==> src/rtl/noise_arbiter.sv <==
// ============================================================================
//  Module      : noise_arbiter
//  Description : Round-robin sharing of one LFSR noise generator between voices;
//                steps the generator after every grant and waits for it to settle.
//  Revision    : 1.0  initial release
// ============================================================================
`default_nettype none

module noise_arbiter #(
    parameter int NUM_VOICES    = 4,
    parameter int SETTLE_CYCLES = 3
) (
    input  logic                    clk,
    input  logic                    reset,
    input  logic [NUM_VOICES-1:0]   req,
    input  logic [4*NUM_VOICES-1:0] level,
    input  logic [143:0]            taps,
    output logic [NUM_VOICES-1:0]   ack,
    output logic [15:0]             noise_out,
    output logic [2:0]              noise_voice,
    output logic                    noise_valid,
    output logic                    lfsr_step
);

    localparam int c_CW = (SETTLE_CYCLES > 1) ? $clog2(SETTLE_CYCLES + 1) : 1;

    localparam logic [1:0] S_IDLE   = 2'd0;
    localparam logic [1:0] S_STEP   = 2'd1;
    localparam logic [1:0] S_SETTLE = 2'd2;

    logic [1:0]            r_state;
    logic [1:0]            w_state_nxt;
    logic [c_CW-1:0]       r_cnt;
    logic [c_CW-1:0]       w_cnt_nxt;
    logic [2:0]            r_rr_ptr;
    logic [NUM_VOICES-1:0] r_ack;
    logic [15:0]           r_noise_out;
    logic [2:0]            r_noise_voice;
    logic                  r_noise_valid;
    logic                  r_lfsr_step;

    logic                  w_step_nxt;
    logic                  w_grant;
    logic                  w_found;
    logic [2:0]            w_win;
    logic [2:0]            w_next_ptr;
    logic [3:0]            w_idx;
    logic [7:0]            w_req_ext;
    logic [31:0]           w_level_ext;
    logic [3:0]            w_lvl;
    logic [3:0]            w_tap_idx;
    logic [15:0]           w_sample;

    // Zero-extend to the 8-voice maximum so absent voices can never win.
    always_comb begin
        w_req_ext                       = '0;
        w_req_ext[NUM_VOICES-1:0]       = req;
        w_level_ext                     = '0;
        w_level_ext[4*NUM_VOICES-1:0]   = level;
    end

    // First requester at or after the round-robin pointer, wrapping.
    always_comb begin
        w_found = 1'b0;
        w_win   = '0;
        w_idx   = '0;
        for (int i = 0; i < NUM_VOICES; i++) begin
            w_idx = {1'b0, r_rr_ptr} + 4'(i);
            if (w_idx >= 4'(NUM_VOICES)) begin
                w_idx = w_idx - 4'(NUM_VOICES);
            end
            if (!w_found && w_req_ext[w_idx[2:0]]) begin
                w_found = 1'b1;
                w_win   = w_idx[2:0];
            end
        end
        w_next_ptr = (w_win == 3'(NUM_VOICES - 1)) ? 3'd0 : w_win + 3'd1;
    end

    // Level 15 mutes; 9..14 clamp to the top tap.
    always_comb begin
        w_lvl     = w_level_ext[{w_win, 2'b00} +: 4];
        w_tap_idx = (w_lvl > 4'd8) ? 4'd8 : w_lvl;
        w_sample  = '0;
        for (int k = 0; k < 9; k++) begin
            if (w_tap_idx == 4'(k)) begin
                w_sample = taps[16*k +: 16];
            end
        end
        if (w_lvl == 4'd15) begin
            w_sample = '0;
        end
    end

    always_comb begin
        w_state_nxt = r_state;
        w_cnt_nxt   = r_cnt;
        w_step_nxt  = 1'b0;
        w_grant     = 1'b0;
        case (r_state)
            S_IDLE: begin
                if (w_found) begin
                    w_grant     = 1'b1;
                    w_state_nxt = S_STEP;
                end
            end
            S_STEP: begin
                w_step_nxt = 1'b1;
                if (SETTLE_CYCLES == 0) begin
                    w_state_nxt = S_IDLE;
                end else begin
                    w_cnt_nxt   = c_CW'(SETTLE_CYCLES);
                    w_state_nxt = S_SETTLE;
                end
            end
            S_SETTLE: begin
                w_cnt_nxt = r_cnt - c_CW'(1);
                if (r_cnt <= c_CW'(1)) begin
                    w_state_nxt = S_IDLE;
                end
            end
            default: w_state_nxt = S_IDLE;
        endcase
    end

    always_ff @(posedge clk) begin
        if (reset) begin
            r_state       <= S_IDLE;
            r_cnt         <= '0;
            r_rr_ptr      <= '0;
            r_ack         <= '0;
            r_noise_out   <= '0;
            r_noise_voice <= '0;
            r_noise_valid <= 1'b0;
            r_lfsr_step   <= 1'b0;
        end else begin
            r_state       <= w_state_nxt;
            r_cnt         <= w_cnt_nxt;
            r_lfsr_step   <= w_step_nxt;
            r_noise_valid <= w_grant;
            r_ack         <= w_grant ? (NUM_VOICES'(1) << w_win) : '0;
            if (w_grant) begin
                r_noise_out   <= w_sample;
                r_noise_voice <= w_win;
                r_rr_ptr      <= w_next_ptr;
            end
        end
    end

    assign ack         = r_ack;
    assign noise_out   = r_noise_out;
    assign noise_voice = r_noise_voice;
    assign noise_valid = r_noise_valid;
    assign lfsr_step   = r_lfsr_step;

endmodule

`default_nettype wire
==> config.mk <==
export PLATFORM = sky130hd
export DESIGN_NAME = noise_arbiter
export DESIGN_NICKNAME = d
export VERILOG_FILES = /design/src/rtl/noise_arbiter.sv
export SDC_FILE = /design/constraint.sdc
export NUM_CORES = 1
export LEC_CHECK = 0
export CORE_MARGIN = 2
export CORE_UTILIZATION = 40
export CTS_BUF_LIST = sky130_fd_sc_hd__clkbuf_4
export CTS_CLUSTER_DIAMETER = 40
export DETAILED_ROUTE_END_ITERATION = 6
export GPL_ROUTABILITY_DRIVEN = 0
export PLACE_DENSITY_LB_ADDON = 0.25
export SYNTH_ARGS = -nofsm -noshare
export SYNTH_HDL_FRONTEND = slang
export SYNTH_SLANG_ARGS = --single-unit
==> constraint.sdc <==
create_clock -name clk -period 6.4 [get_ports clk]
set_clock_uncertainty 0.1 [all_clocks]
set_input_delay 0.96 -clock clk [delete_from_list [all_inputs] [get_ports clk]]
set_output_delay 0.96 -clock clk [all_outputs]
set_load 0.05 [all_outputs]
==> metrics.cfg, run 1 <==
[outcome]
status=completed

[yosys]
ys_warn_count=0
synth_nets=512
post_synth.cell_area_avg_sq_um=8.40
async_reset_ff_share_pct=0
synthesized_instance_count=339
synthFlopType=sky130_fd_sc_hd__dfxtp_1
yosys_register_bits=32
synth_enable_flop_cells=0
synth-seq-area-share_pct=22.5
syn-cell-area_sq_um=2850
synth_cell_type_count=49

[timing]
slew_viol_final=0
report.final.setup_viol=0
measured_slew_at_the_worst_slew_check_pin_ps=885
final.min_clock_period_ps=5030
fin_crit_share_pct=78.7
post-route-worst-setup-slack_ps=1370
final_layout_setup_total_negative_slack_ps=0
finalHoldViolCount=0
achievable-frequency_ghz=0.199
rsz0062_at_grt=no
worst_slew_margin_rel_pct=40.7

[clock_tree]
root_buffer=sky130_fd_sc_hd__clkbuf_4
clock_insertion_delay_worst_skew_ps=330
clock_sinks=32
path_clk_slew_ps=100
cts_hold_repair.buffers=0
tritoncts=built
number_of_post_cts_setup_repair_buffers=0
clock_tree.htree_level_count=2
ctsResizeCount=0
cts_inserted_buffers=5
cts_buffer_depth=2

[placement]
io_buffers=190
placement.cell_area_sq_um=4770
post-place-cells=604
post_place_setup_slack_ps=1060
place_hpwl_um=9570

[critical_path]
arrival_time_at_the_worst_endpoint_ps=5140
crit_fanout=19
setup.worst_path.class=reg -> reg
critPathLaunchType=flip-flop
worst-endpoint-required_ps=6510
category_of_the_worst_setup_path_capture_point=flip-flop

[drt]
drcViolationCount=0
drt_wl_total_um=11800
drt_first_iter_violations=160
routed_via_count_divided_by_cell_count=5.70
ant_nets=0
detail_route.wl_per_cell_um=19.4
first_pass_iters=5
routed-via-count=3487

[die]
ioPinCount=191
initial_cell_density_of_the_core_pct=41.7
die_width_um=88.4
fp.dieArea_sq_um=7810
die_y_um=88.4
core_sq_um=6830
std_cell_rows=30

[finish]
final_design_area_no_fill_sq_um=4820
antenna-diode-count=0
syn_to_final_growth_pct=69.4
layout.cells.non_filler=612
drive_above_1_share_pct=9.30
fillers=544
final_net_count=688

[grt]
first_global_vias=3308
initial_antenna_violation_count=0
groute.usage.overall_pct=28.5
overflow=0
maximum_number_of_pins_on_one_net_before_global_route_repair=24
grt_pass1_wl_um=17100

[pwr]
pwr_density_cell_nw_per_um2=398
vdd_drop_max_uv=288
total_leakage_power_nw=1.77

[worst_hold_path]
hold_class=reg -> reg

[flow_run]
max-cap-violations=0

[metal layers]
layer,GRT usage [%],wire [um]
met4,10.1,354
met5,0,0
met2,48.4,5790
met1,34.9,4650
met3,7.37,1060
[final cells by class]
cell class	count	area [sq um]	area share, %
Clock inverter	1	3.75	0.0778
Timing Repair Buffer	194	1930	40.1
Sequential cell	32	641	13.3
Inverter	8	30.0	0.623
Clock buffer	7	52.6	1.09
Tap cell	96	120	2.49
Multi-Input combinational cell	274	2040	42.4
[cells in the final DEF (no fill, tap or decap), types with 3 or more instances in the layout]
cell type / count
sky130_fd_sc_hd__a211oi_1: 4
sky130_fd_sc_hd__a21oi_1: 7
sky130_fd_sc_hd__a22oi_1: 30
sky130_fd_sc_hd__a2bb2oi_1: 14
sky130_fd_sc_hd__and2_1: 3
sky130_fd_sc_hd__buf_4: 4
sky130_fd_sc_hd__clkbuf_4: 7
sky130_fd_sc_hd__clkdlybuf4s50_1: 190
sky130_fd_sc_hd__dfxtp_1: 32
sky130_fd_sc_hd__ha_1: 7
sky130_fd_sc_hd__inv_1: 8
sky130_fd_sc_hd__mux2_2: 21
sky130_fd_sc_hd__mux2i_1: 13
sky130_fd_sc_hd__mux4_2: 3
sky130_fd_sc_hd__nand2_1: 36
sky130_fd_sc_hd__nand2b_1: 3
sky130_fd_sc_hd__nand4_1: 3
sky130_fd_sc_hd__nor2_1: 30
sky130_fd_sc_hd__o211a_1: 15
sky130_fd_sc_hd__o21ai_0: 33
sky130_fd_sc_hd__o221ai_1: 15
sky130_fd_sc_hd__o22ai_1: 3
[worst max-delay path, cell delays in order (launching register included)]
cell	delay, ps
sky130_fd_sc_hd__dfxtp_1	670
sky130_fd_sc_hd__inv_1	170
sky130_fd_sc_hd__ha_1	420
sky130_fd_sc_hd__mux4_2	530
sky130_fd_sc_hd__o21ai_0	140
sky130_fd_sc_hd__a32oi_1	160
sky130_fd_sc_hd__o21ai_2	550
sky130_fd_sc_hd__mux2_2	450
sky130_fd_sc_hd__mux2i_4	130
sky130_fd_sc_hd__buf_4	290
sky130_fd_sc_hd__nand4_1	480
sky130_fd_sc_hd__or2_1	400
sky130_fd_sc_hd__a221oi_1	280
sky130_fd_sc_hd__o221ai_1	160
[path summary, 6_finish.rpt]
kind	startpoint	end	depth (start not counted)	slack (ps)
worst min register to register	noise_out[11]	noise_out[11]	2	380
worst min-delay path	noise_out[11]	noise_out[11]	2	380
worst max-delay path	r_rr_ptr[0]	noise_out[1]	13	1370
worst max register to register	r_rr_ptr[0]	noise_out[1]	13	1370
[cell families after synthesis]
kind of cell	share of synthesized area, %
AOI/OAI and AO/OA	35.0
muxes	17.7
buffers and inverters	6.06
and+or+nand+nor	15.3
adders and majority gates	3.08
xor gates and xnor gates	0.308
DFF	22.5
[flip-flops by register name, summed over array words and instances (netlist names)]
name,cells
ack,4
lfsr_step,1
noise_out,16
noise_valid,1
noise_voice,3
r_cnt,2
r_rr_ptr,3
r_state,2
[report_power, final]
group	switching, mW	internal [mW]	leakage [nW]
Combinational	0.845	0.657	1.48
Clock	0.0668	0.0507	0.0338
Sequential	0.0420	0.259	0.263
[synthesized netlist by cell type (2+ instances only)]
cell type,n,area [sq um]
sky130_fd_sc_hd__o221ai_1,15,131
sky130_fd_sc_hd__mux2i_1,14,140
sky130_fd_sc_hd__mux2_2,21,236
sky130_fd_sc_hd__nor3_1,2,10.0
sky130_fd_sc_hd__o22ai_1,3,18.8
sky130_fd_sc_hd__nor4_4,2,42.5
sky130_fd_sc_hd__nor2b_1,2,12.5
sky130_fd_sc_hd__buf_2,9,45.0
sky130_fd_sc_hd__a21oi_1,7,35.0
sky130_fd_sc_hd__a31oi_1,3,18.8
sky130_fd_sc_hd__a22oi_1,30,225
sky130_fd_sc_hd__a21o_1,2,15.0
sky130_fd_sc_hd__a211oi_1,4,30.0
sky130_fd_sc_hd__o21ai_0,33,165
sky130_fd_sc_hd__buf_4,4,30.0
sky130_fd_sc_hd__ha_1,7,87.6
sky130_fd_sc_hd__a2bb2oi_1,14,123
sky130_fd_sc_hd__and2_1,3,18.8
sky130_fd_sc_hd__clkbuf_1,9,33.8
sky130_fd_sc_hd__dfxtp_1,32,641
sky130_fd_sc_hd__o211a_1,15,150
sky130_fd_sc_hd__mux4_2,3,67.6
sky130_fd_sc_hd__nand4_1,3,18.8
sky130_fd_sc_hd__nand2b_1,3,18.8
sky130_fd_sc_hd__inv_1,8,30.0
sky130_fd_sc_hd__nor2_1,30,113
sky130_fd_sc_hd__nand2_1,36,135
sky130_fd_sc_hd__buf_6,3,33.8
sky130_fd_sc_hd__mux2i_4,2,45.0
[per-stage QoR]
stage	hold WS [ps]	util (%)	power, mW
2_1_floorplan	367	-	1.41
3_3_place_gp	343	69.8	1.76
3_5_place_dp	347	69.8	1.79
4_1_cts	379	70.6	1.92
5_1_grt	395	70.6	2.05
6_report	376	70.6	1.92
No activity file was read; power rests on OpenSTA's default activity.
==> run 2, diff against run 1 <==
- CORE_UTILIZATION: 40 -> 37
- clock period: 6.4 -> 5.16 ns (I/O delays scaled with it)
==> run 2 against run 1 <==
  * Critical path depth is 1 lower
  * Final cell count up 1.6%
  * Core utilization is 4.4 points lower
  * Maximum frequency up 7.1%
  * Global-route usage down 0.70 points
  * Flip-flop and latch count did not move
  * Largest power group unchanged
  * Power rose by 26%
  * Design area increased by 1.1%
  * Via count up 0.92%
==> metrics.cfg, run 2 (synthesis gave the netlist of run 1 again) <==
[outcome]
status=completed

[critical_path]
crit_fanout=15
category_of_the_worst_setup_path_capture_point=flip-flop
worstReg2RegEnd=noise_out[7]
worst-endpoint-required_ps=5300
arrival_time_at_the_worst_endpoint_ps=4840
critPathLaunch=r_rr_ptr[1]
endpoint=noise_out[7]
critPathLaunchType=flip-flop
regToRegStartpoint=r_rr_ptr[1]
setup.worst_path.class=reg -> reg
worst-r2r-setup-slack_ps=460
ff2ff_path_depth=12

[placement]
io_buffers=190
placement.cell_area_sq_um=4830
place_hpwl_um=9750
post-place-cells=615
post_place_setup_slack_ps=181

[finish]
fillers=621
final_design_area_no_fill_sq_um=4880
final_net_count=696
drive_above_1_share_pct=10.3
layout.cells.non_filler=622
final_util_pct=66.2
antenna-diode-count=0
syn_to_final_growth_pct=71.2
mostFrequentLayoutCells=190 x sky130_fd_sc_hd__clkdlybuf4s50_1, 36 x sky130_fd_sc_hd__nand2_1, 33 x sky130_fd_sc_hd__o21ai_0
mostFrequentLayoutCell=sky130_fd_sc_hd__clkdlybuf4s50_1
largest_register_ff_count=16

[clock_tree]
tritoncts=built
clock_insertion_delay_worst_skew_ps=320
root_buffer=sky130_fd_sc_hd__clkbuf_4
ctsResizeCount=0
clock_tree.htree_level_count=2
clock_sinks=32
cts_buffer_depth=2
number_of_post_cts_setup_repair_buffers=0
cts_inserted_buffers=5
cts_hold_repair.buffers=0
path_clk_slew_ps=100

[timing]
measured_slew_at_the_worst_slew_check_pin_ps=1000
achievable-frequency_ghz=0.213
slew_viol_final=0
rsz0062_at_grt=no
worst_slew_margin_rel_pct=32.9
report.final.setup_viol=0
final_layout_setup_total_negative_slack_ps=0
post-route-worst-setup-slack_ps=458
fin_crit_share_pct=91.1
final.min_clock_period_ps=4700
fin_hold_ws_ps=374
finalHoldViolCount=0

[pwr]
power_switching_mw=1.21
power_after_layout_mw=2.43
total_leakage_power_nw=1.81
power_frac_clock_pct=5.3
sequential_fraction_of_design_power_pct=14.8
internal-power_mw=1.22
combinationalPowerShare_pct=79.8
pwr_density_cell_nw_per_um2=498
vdd_drop_max_uv=351
p_sw_share_pct=49.7

[grt]
overflow=0
grt_pass1_wl_um=18700
maximum_number_of_pins_on_one_net_before_global_route_repair=24
groute.usage.overall_pct=27.8
initial_antenna_violation_count=0
first_global_vias=3447

[die]
ioPinCount=191
fp.dieArea_sq_um=8410
die_width_um=91.7
initial_cell_density_of_the_core_pct=38.6
std_cell_rows=31
die_y_um=91.7
core_sq_um=7370

[drt]
routed-via-count=3519
drt_first_iter_violations=132
top_layer=met4
detail_route.wl_per_cell_um=19.6
drcViolationCount=0
met3_routed_length_um=1030
first_pass_iters=4
ant_nets=0
met1_wirelength_um=4920
drt_wl_total_um=12200
detailroute.wirelength.met2_um=5940
routed_via_count_divided_by_cell_count=5.66

[flow_run]
max-cap-violations=0

[worst_hold_path]
hold_class=reg -> reg

==> run 2: cell count changes in the layout (fill, tap and decap cells not counted), sizes merged <==
cell    before  now
buf          4   12
clkbuf       7    5
clkinv       1    2
==> run 2: worst min-delay path by stage <==
stage                              start  slack, ps             end  cells past startpoint
after floorplan              r_rr_ptr[2]        370     r_rr_ptr[2]                      1
after global placement      noise_out[8]        340    noise_out[8]                      2
after detailed placement    noise_out[4]        350    noise_out[4]                      2
after CTS                   noise_out[4]        370    noise_out[4]                      2
after global routing      noise_voice[2]        410  noise_voice[2]                      1
final                       noise_out[4]        370    noise_out[4]                      2
==> run 2: power groups by stage <==
stage | sequential (mW) | combinational (mW) | clock, mW
global placement | 0.364 | 1.88 | 0
floorplan | 0.540 | 1.21 | 0
global route | 0.368 | 2.08 | 0.147
detailed placement | 0.366 | 1.92 | 0
finish | 0.360 | 1.94 | 0.129
CTS | 0.360 | 1.93 | 0.134
==> run 2: area by class of cell <==
| cell class | count | area, sq um | area share (%) |
|---|---|---|---|
| multi-input combinational | 274 | 2040 | 41.9 |
| inverter | 8 | 30.0 | 0.616 |
| clock buffer | 5 | 37.5 | 0.770 |
| tap | 99 | 124 | 2.54 |
| clock inverter | 2 | 7.51 | 0.154 |
| timing repair buffer | 202 | 1990 | 40.9 |
| sequential | 32 | 641 | 13.1 |
==> run 2: metal layers <==
metal	vias to the layer above	global-route usage, %
li1	1682	-
met1	1631	34.0
met2	184	48.5
met3	22	6.33
met4	0	8.21
met5	-	0
==> run 2: worst max-delay path, cell delays in order, from the launching register on <==
cell                       delay, ps
sky130_fd_sc_hd__dfxtp_1         560
sky130_fd_sc_hd__inv_1            90
sky130_fd_sc_hd__ha_1            380
sky130_fd_sc_hd__mux4_2          550
sky130_fd_sc_hd__o21ai_0         150
sky130_fd_sc_hd__a32oi_1         160
sky130_fd_sc_hd__o21ai_2         550
sky130_fd_sc_hd__mux2i_1         340
sky130_fd_sc_hd__mux2i_1         260
sky130_fd_sc_hd__nor3_2          860
sky130_fd_sc_hd__a22oi_1         220
sky130_fd_sc_hd__o211a_1         190
sky130_fd_sc_hd__o221ai_1        190
==> run 3, diff against run 2 <==
- CAP_MARGIN: unset -> 25
- PLACE_DENSITY: unset -> 0.88
- PLACE_DENSITY_LB_ADDON: 0.25 -> unset
==> run 3 against run 2 <==
  * Core utilization is 0.051 points lower
  * First-iteration DRC count rose by 110%
  * Power up 0.51%
  * Sequential share of layout area barely moved
  * Combinational power about the same
  * Via count is 3.5% higher
  * Largest cell class unchanged
  * Largest power group unchanged
==> metrics.cfg, run 3 (synthesis gave the netlist of run 1 again) <==
[critical_path]
worst-r2r-setup-slack_ps=330
worst_path_max_delay_cell=sky130_fd_sc_hd__nor3_2
worstReg2RegEnd=noise_out[0]
worst-endpoint-required_ps=5310
arrival_time_at_the_worst_endpoint_ps=4990
crit_fanout=15
critical_path.n_buffers_inverters=1
worst_path_most_repeated_cell=sky130_fd_sc_hd__mux2i_1
setup.worst_path.class=reg -> reg
critPathLaunchType=flip-flop
crit_chain=inv_1, ha_1, mux4_2, o21ai_0, a32oi_1, o21ai_2, mux2i_1, mux2i_1, nor3_2, a22oi_1, o211a_1, o221ai_1
ff2ff_path_depth=12
crit_path_max_incr_delay_ps=850
category_of_the_worst_setup_path_capture_point=flip-flop
regToRegStartpoint=r_rr_ptr[1]
critPathTopFamily=compound AO/OA/AOI/OAI gates

[clock_tree]
tritoncts=built
number_of_post_cts_setup_repair_buffers=0
cts_hold_repair.buffers=0
clock_insertion_delay_worst_skew_ps=330
cts_buffer_depth=2
clock_tree.htree_level_count=2
path_clk_slew_ps=100
root_buffer=sky130_fd_sc_hd__clkbuf_4
ctsResizeCount=0
clock_sinks=32
cts_inserted_buffers=5

[drt]
met3_routed_length_um=1200
ant_nets=0
detail_route.wl_per_cell_um=19.4
first_pass_iters=5
routed_via_count_divided_by_cell_count=5.86
detailroute.wirelength.met2_um=5720
drt_first_iter_violations=276
routed-via-count=3642
drt_wl_total_um=12100
drcViolationCount=0
met1_wirelength_um=4690
top_layer=met4

[worst_hold_path]
worstHoldStart=noise_out[10]
hold_end=noise_out[10]
hold_class=reg -> reg
cells_on_worst_hold_path=2

[timing]
worst_slew_margin_rel_pct=35.4
achievable-frequency_ghz=0.207
report.final.setup_viol=0
measured_slew_at_the_worst_slew_check_pin_ps=964
fin_crit_share_pct=93.7
final_layout_setup_total_negative_slack_ps=0
final.min_clock_period_ps=4830
finalHoldViolCount=0
slew_viol_final=0
rsz0062_at_grt=no

[finish]
drive_above_1_share_pct=10.3
final_net_count=694
multi_input_area_sq_um=2040
fillers=604
layout.cells.non_filler=621
mostFrequentLayoutCell=sky130_fd_sc_hd__clkdlybuf4s50_1
largest_register_ff_count=16
syn_to_final_growth_pct=71.1
final_design_area_no_fill_sq_um=4870
mostFrequentLayoutCells=190 x sky130_fd_sc_hd__clkdlybuf4s50_1, 36 x sky130_fd_sc_hd__nand2_1, 33 x sky130_fd_sc_hd__o21ai_0
seqCellArea_sq_um=641
antenna-diode-count=0

[die]
core_sq_um=7370
ioPinCount=191
fp.dieArea_sq_um=8410
die_width_um=91.7
std_cell_rows=31
initial_cell_density_of_the_core_pct=38.6
die_y_um=91.7

[pwr]
total_leakage_power_nw=1.80
vdd_drop_max_uv=204
pwr_density_cell_nw_per_um2=501
power_after_layout_mw=2.44

[grt]
overflow=0
maximum_number_of_pins_on_one_net_before_global_route_repair=24
groute.usage.overall_pct=26.9
first_global_vias=3552
initial_antenna_violation_count=0
grt_pass1_wl_um=18100

[flow_run]
max-cap-violations=0

[placement]
post-place-cells=613
placement.cell_area_sq_um=4820
place_hpwl_um=9690
io_buffers=190

[outcome]
status=completed

==> run 3: changes by cell type in the layout (fill, tap and decap cells not counted) <==
cell / change
sky130_fd_sc_hd__clkinv_1: -1
sky130_fd_sc_hd__buf_4: -2
sky130_fd_sc_hd__clkbuf_4: +2
==> run 3: stage by stage <==
stage | setup WS, ps | util (%) | hold slack (ps)
after CTS | 414 | 66.1 | 380
after global placement | 316 | 65.3 | 346
after detailed placement | 89.8 | 65.3 | 346
after global routing | 109 | 66.1 | 407
final | 327 | 66.1 | 383
after floorplan | 1200 | - | 367
==> run 3: layer usage <==
layer	up-vias	global-route usage, %
met5	-	0
met2	229	46.7
met4	0	10.1
li1	1679	-
met3	38	5.51
met1	1696	32.6
==> run 3: area by class of cell <==
cell class	count	area share, %
inverter	8	0.616
timing repair buffer	200	40.6
multi-input combinational	274	42.0
sequential	32	13.1
tap	99	2.54
clock buffer	7	1.08
clock inverter	1	0.0770
==> run 3: how the worst max path moves through the flow <==
stage / slack, ps / to / from / cells after the start
CTS: 410 / noise_out[0] / r_rr_ptr[1] / 12
global route: 110 / noise_out[0] / r_rr_ptr[1] / 13
floorplan: 1200 / noise_out[0] / r_rr_ptr[1] / 14
global placement: 320 / noise_out[1] / req[2] / 13
detailed placement: 90 / noise_out[0] / req[2] / 11
finish: 330 / noise_out[0] / r_rr_ptr[1] / 12
==> run 3: power by group <==
group	switching, mW	internal, mW
logic	1.09	0.839
clock network	0.0848	0.0628
registers	0.0443	0.321
total	1.22	1.22
==> run 3: worst reg2reg max path, stage by stage, from the launching register on <==
cell	delay, ps
sky130_fd_sc_hd__dfxtp_1	580
sky130_fd_sc_hd__inv_1	90
sky130_fd_sc_hd__ha_1	400
sky130_fd_sc_hd__mux4_2	550
sky130_fd_sc_hd__o21ai_0	160
sky130_fd_sc_hd__a32oi_1	170
sky130_fd_sc_hd__o21ai_2	570
sky130_fd_sc_hd__mux2i_1	370
sky130_fd_sc_hd__mux2i_1	280
sky130_fd_sc_hd__nor3_2	850
sky130_fd_sc_hd__a22oi_1	220
sky130_fd_sc_hd__o211a_1	220
sky130_fd_sc_hd__o221ai_1	210
==> RTL change: new RTL, flow settings as in run 3 <==
The parameter `NUM_VOICES` goes from 4 to 3.
--- a/src/rtl/noise_arbiter.sv
+++ b/src/rtl/noise_arbiter.sv
@@ -8,5 +8,5 @@
 
 module noise_arbiter #(
-    parameter int NUM_VOICES    = 4,
+    parameter int NUM_VOICES    = 3,
     parameter int SETTLE_CYCLES = 3
 ) (
Ports: changed (resized ack, level and req); port bits go from 191 to 185. The function was not compared with the original's and may differ.
==> RTL change against run 3 <==
Synthesized area grew 12%. Worst setup slack gained 0.12 ns. Sequential cell count shrank 1. Critical path type unchanged. Routed wire length grew 7.5%. Largest power group unchanged. Largest cell class unchanged. Cell area grew 6.2%. Worst hold slack lost 0.014 ns. Total power grew 45%. Combinational power grew 55%. Non-clock buffer count shrank 7.
==> RTL change: results (changes against run 3) <==
Outcome
  – Outcome: finished clean

Route
  – DRT iter0 DRCs: 225 (-18%)
  – Routed WL per cell: 19.9 um (+2.2%)
  – Vias per cell: 6.00 (+2.3%)
  – DRT Pass-1 Iters: 4 (-1)

STA
  – Worst Tran Pin Value: 1.08 ns (+0.118 ns)

Placed design
  – # port buffers: 184 (-3.2%)
  – Final HPWL DP: 10,200 um (+5.4%)

Final layout
  – Fraction of layout cells with a size suffix above 1: 11.9% (+1.5 points)
  – FF/Latch Area: 621 um^2 (-3.1%)
  – Fillers: 719 (+19%)
  – Max FFs per register: 16 (unchanged)
  – Final #Nets: 719 (+3.6%)

Clocking
  – CTS clk-pin slew, worst paths: 0.12 ns (+0.02 ns)
  – Clk_lat worst skew: 0.35 ns (+0.02 ns)
  – Post-cts resize count: 0 (unchanged)
  – CTS Buf Count: 5 (unchanged)

Logic synthesis
  – Mux share of post-synthesis cell area: 15.4% (-2.3 points)
  – XOR/XNOR Fraction of Synth Area: 0% (-0.31 points)
  – Syn nets: 548 (+7.0%)
  – Share of synthesized flip-flops with an asynchronous set or reset: 0% (unchanged)
  – Post-Synth Adder-Cell Area: 4.69% (+1.6 points)
  – Number of library cell types mapped by synthesis: 62 (+27%)
  – Synth cell count leaders: nand2_1, dfxtp_1, mux2i_1
  – Area contributors post-synth: dfxtp_1, mux2i_1, a2111oi_2
  – Area leader, netlist: dfxtp_1
  – Synth Area in Compound Gates: 36.9% (+1.8 points)
  – Register area share after synthesis: 19.4% (-3.1 points)

Setup path
  – CP Max Fanout: 26 (+11)

GRT
  – Vias in the first global route: 3,894 (+9.6%)
  – Initial antenna violation count: 1 (+1)
  – Tot GR Track Use: 26.6% (-0.26 points)
  – Largest net degree at the start of global routing: 27 (+13%)
  – Global-route wire length before repair: 20,400 um (+13%)

Pwr
  – VDD IR max: 0.327 mV (+61%)
  – LEAKAGE: 1.97 nW (+9.3%)
==> RTL change: changes by cell type after synthesis, sizes merged, moves of 13 or more <==
cell / before / now
o21ai: 34 / 15
o211a: 15 / 0
mux2i: 16 / 35
mux2: 22 / 8
a221oi: 1 / 15
a22oi: 30 / 1
a211oi: 4 / 17
==> RTL change: layout make-up <==
cell class / instances / share of cell area (%)
Sequential cell: 31 / 12.0
Multi-Input combinational cell: 301 / 46.3
Timing Repair Buffer: 193 / 36.9
Clock inverter: 3 / 0.459
Tap cell: 105 / 2.54
Antenna cell: 1 / 0.0484
Inverter: 14 / 1.02
Clock buffer: 5 / 0.725
==> RTL change: report_power, final <==
group	switching [mW]	internal, mW	leakage (nW)
registers	0.0694	0.324	0.255
clock network	0.103	0.0545	0.0278
logic	1.79	1.20	1.69
total	1.97	1.58	1.97
==> RTL change: layer usage <==
layer	up-vias	global-route usage, %	routed length [um]
met2	221	47.3	6560
li1	1815	-	-
met3	25	5.13	970
met4	0	8.78	315
met5	-	0	0
met1	1858	32.1	5120
==> RTL change: path summary, 6_finish.rpt <==
check                 start        endpoint  slack [ns]  cells after the start
min          noise_voice[1]  noise_voice[1]        0.37                      2
max reg2reg     r_rr_ptr[0]   noise_out[13]        0.44                     12
max             r_rr_ptr[0]   noise_out[13]        0.44                     12
min reg2reg  noise_voice[1]  noise_voice[1]        0.37                      2
==> RTL change: stage by stage <==
stage          hold slack (ns)  std cells  util, %  setup slack [ns]  area (um^2)
2_1_floorplan            0.385        375        -              1.24         3200
3_3_place_gp             0.344        644     61.6             0.726         5110
3_5_place_dp             0.354        644     61.6             0.510         5110
4_1_cts                  0.371        652     62.3             0.476         5170
5_1_grt                  0.392        653     62.4             0.156         5170
6_report                 0.369        653     62.4             0.444         5170
==> RTL change: cell families (layout without fill, tap and decap cells) <==
kind of cell,after synthesis,in the layout
AOI/OAI and AO/OA,134,134
adders and majority gates,12,12
buffers and inverters,43,215
DFF,31,31
muxes,43,43
other,0,1
and+or+nand+nor,112,112
==> RTL change: worst max-delay path, stage by stage (launching register included) <==
cell       delay, ns
dfxtp_1         0.49
ha_1            0.31
ha_1            0.19
a211o_2         0.36
mux2i_2         0.19
or3_4           0.41
a32o_2          0.29
a21oi_4         0.27
mux2_2          0.41
mux2_4          0.42
nor3_4          0.64
a221oi_2        0.14
a2111oi_2       0.36
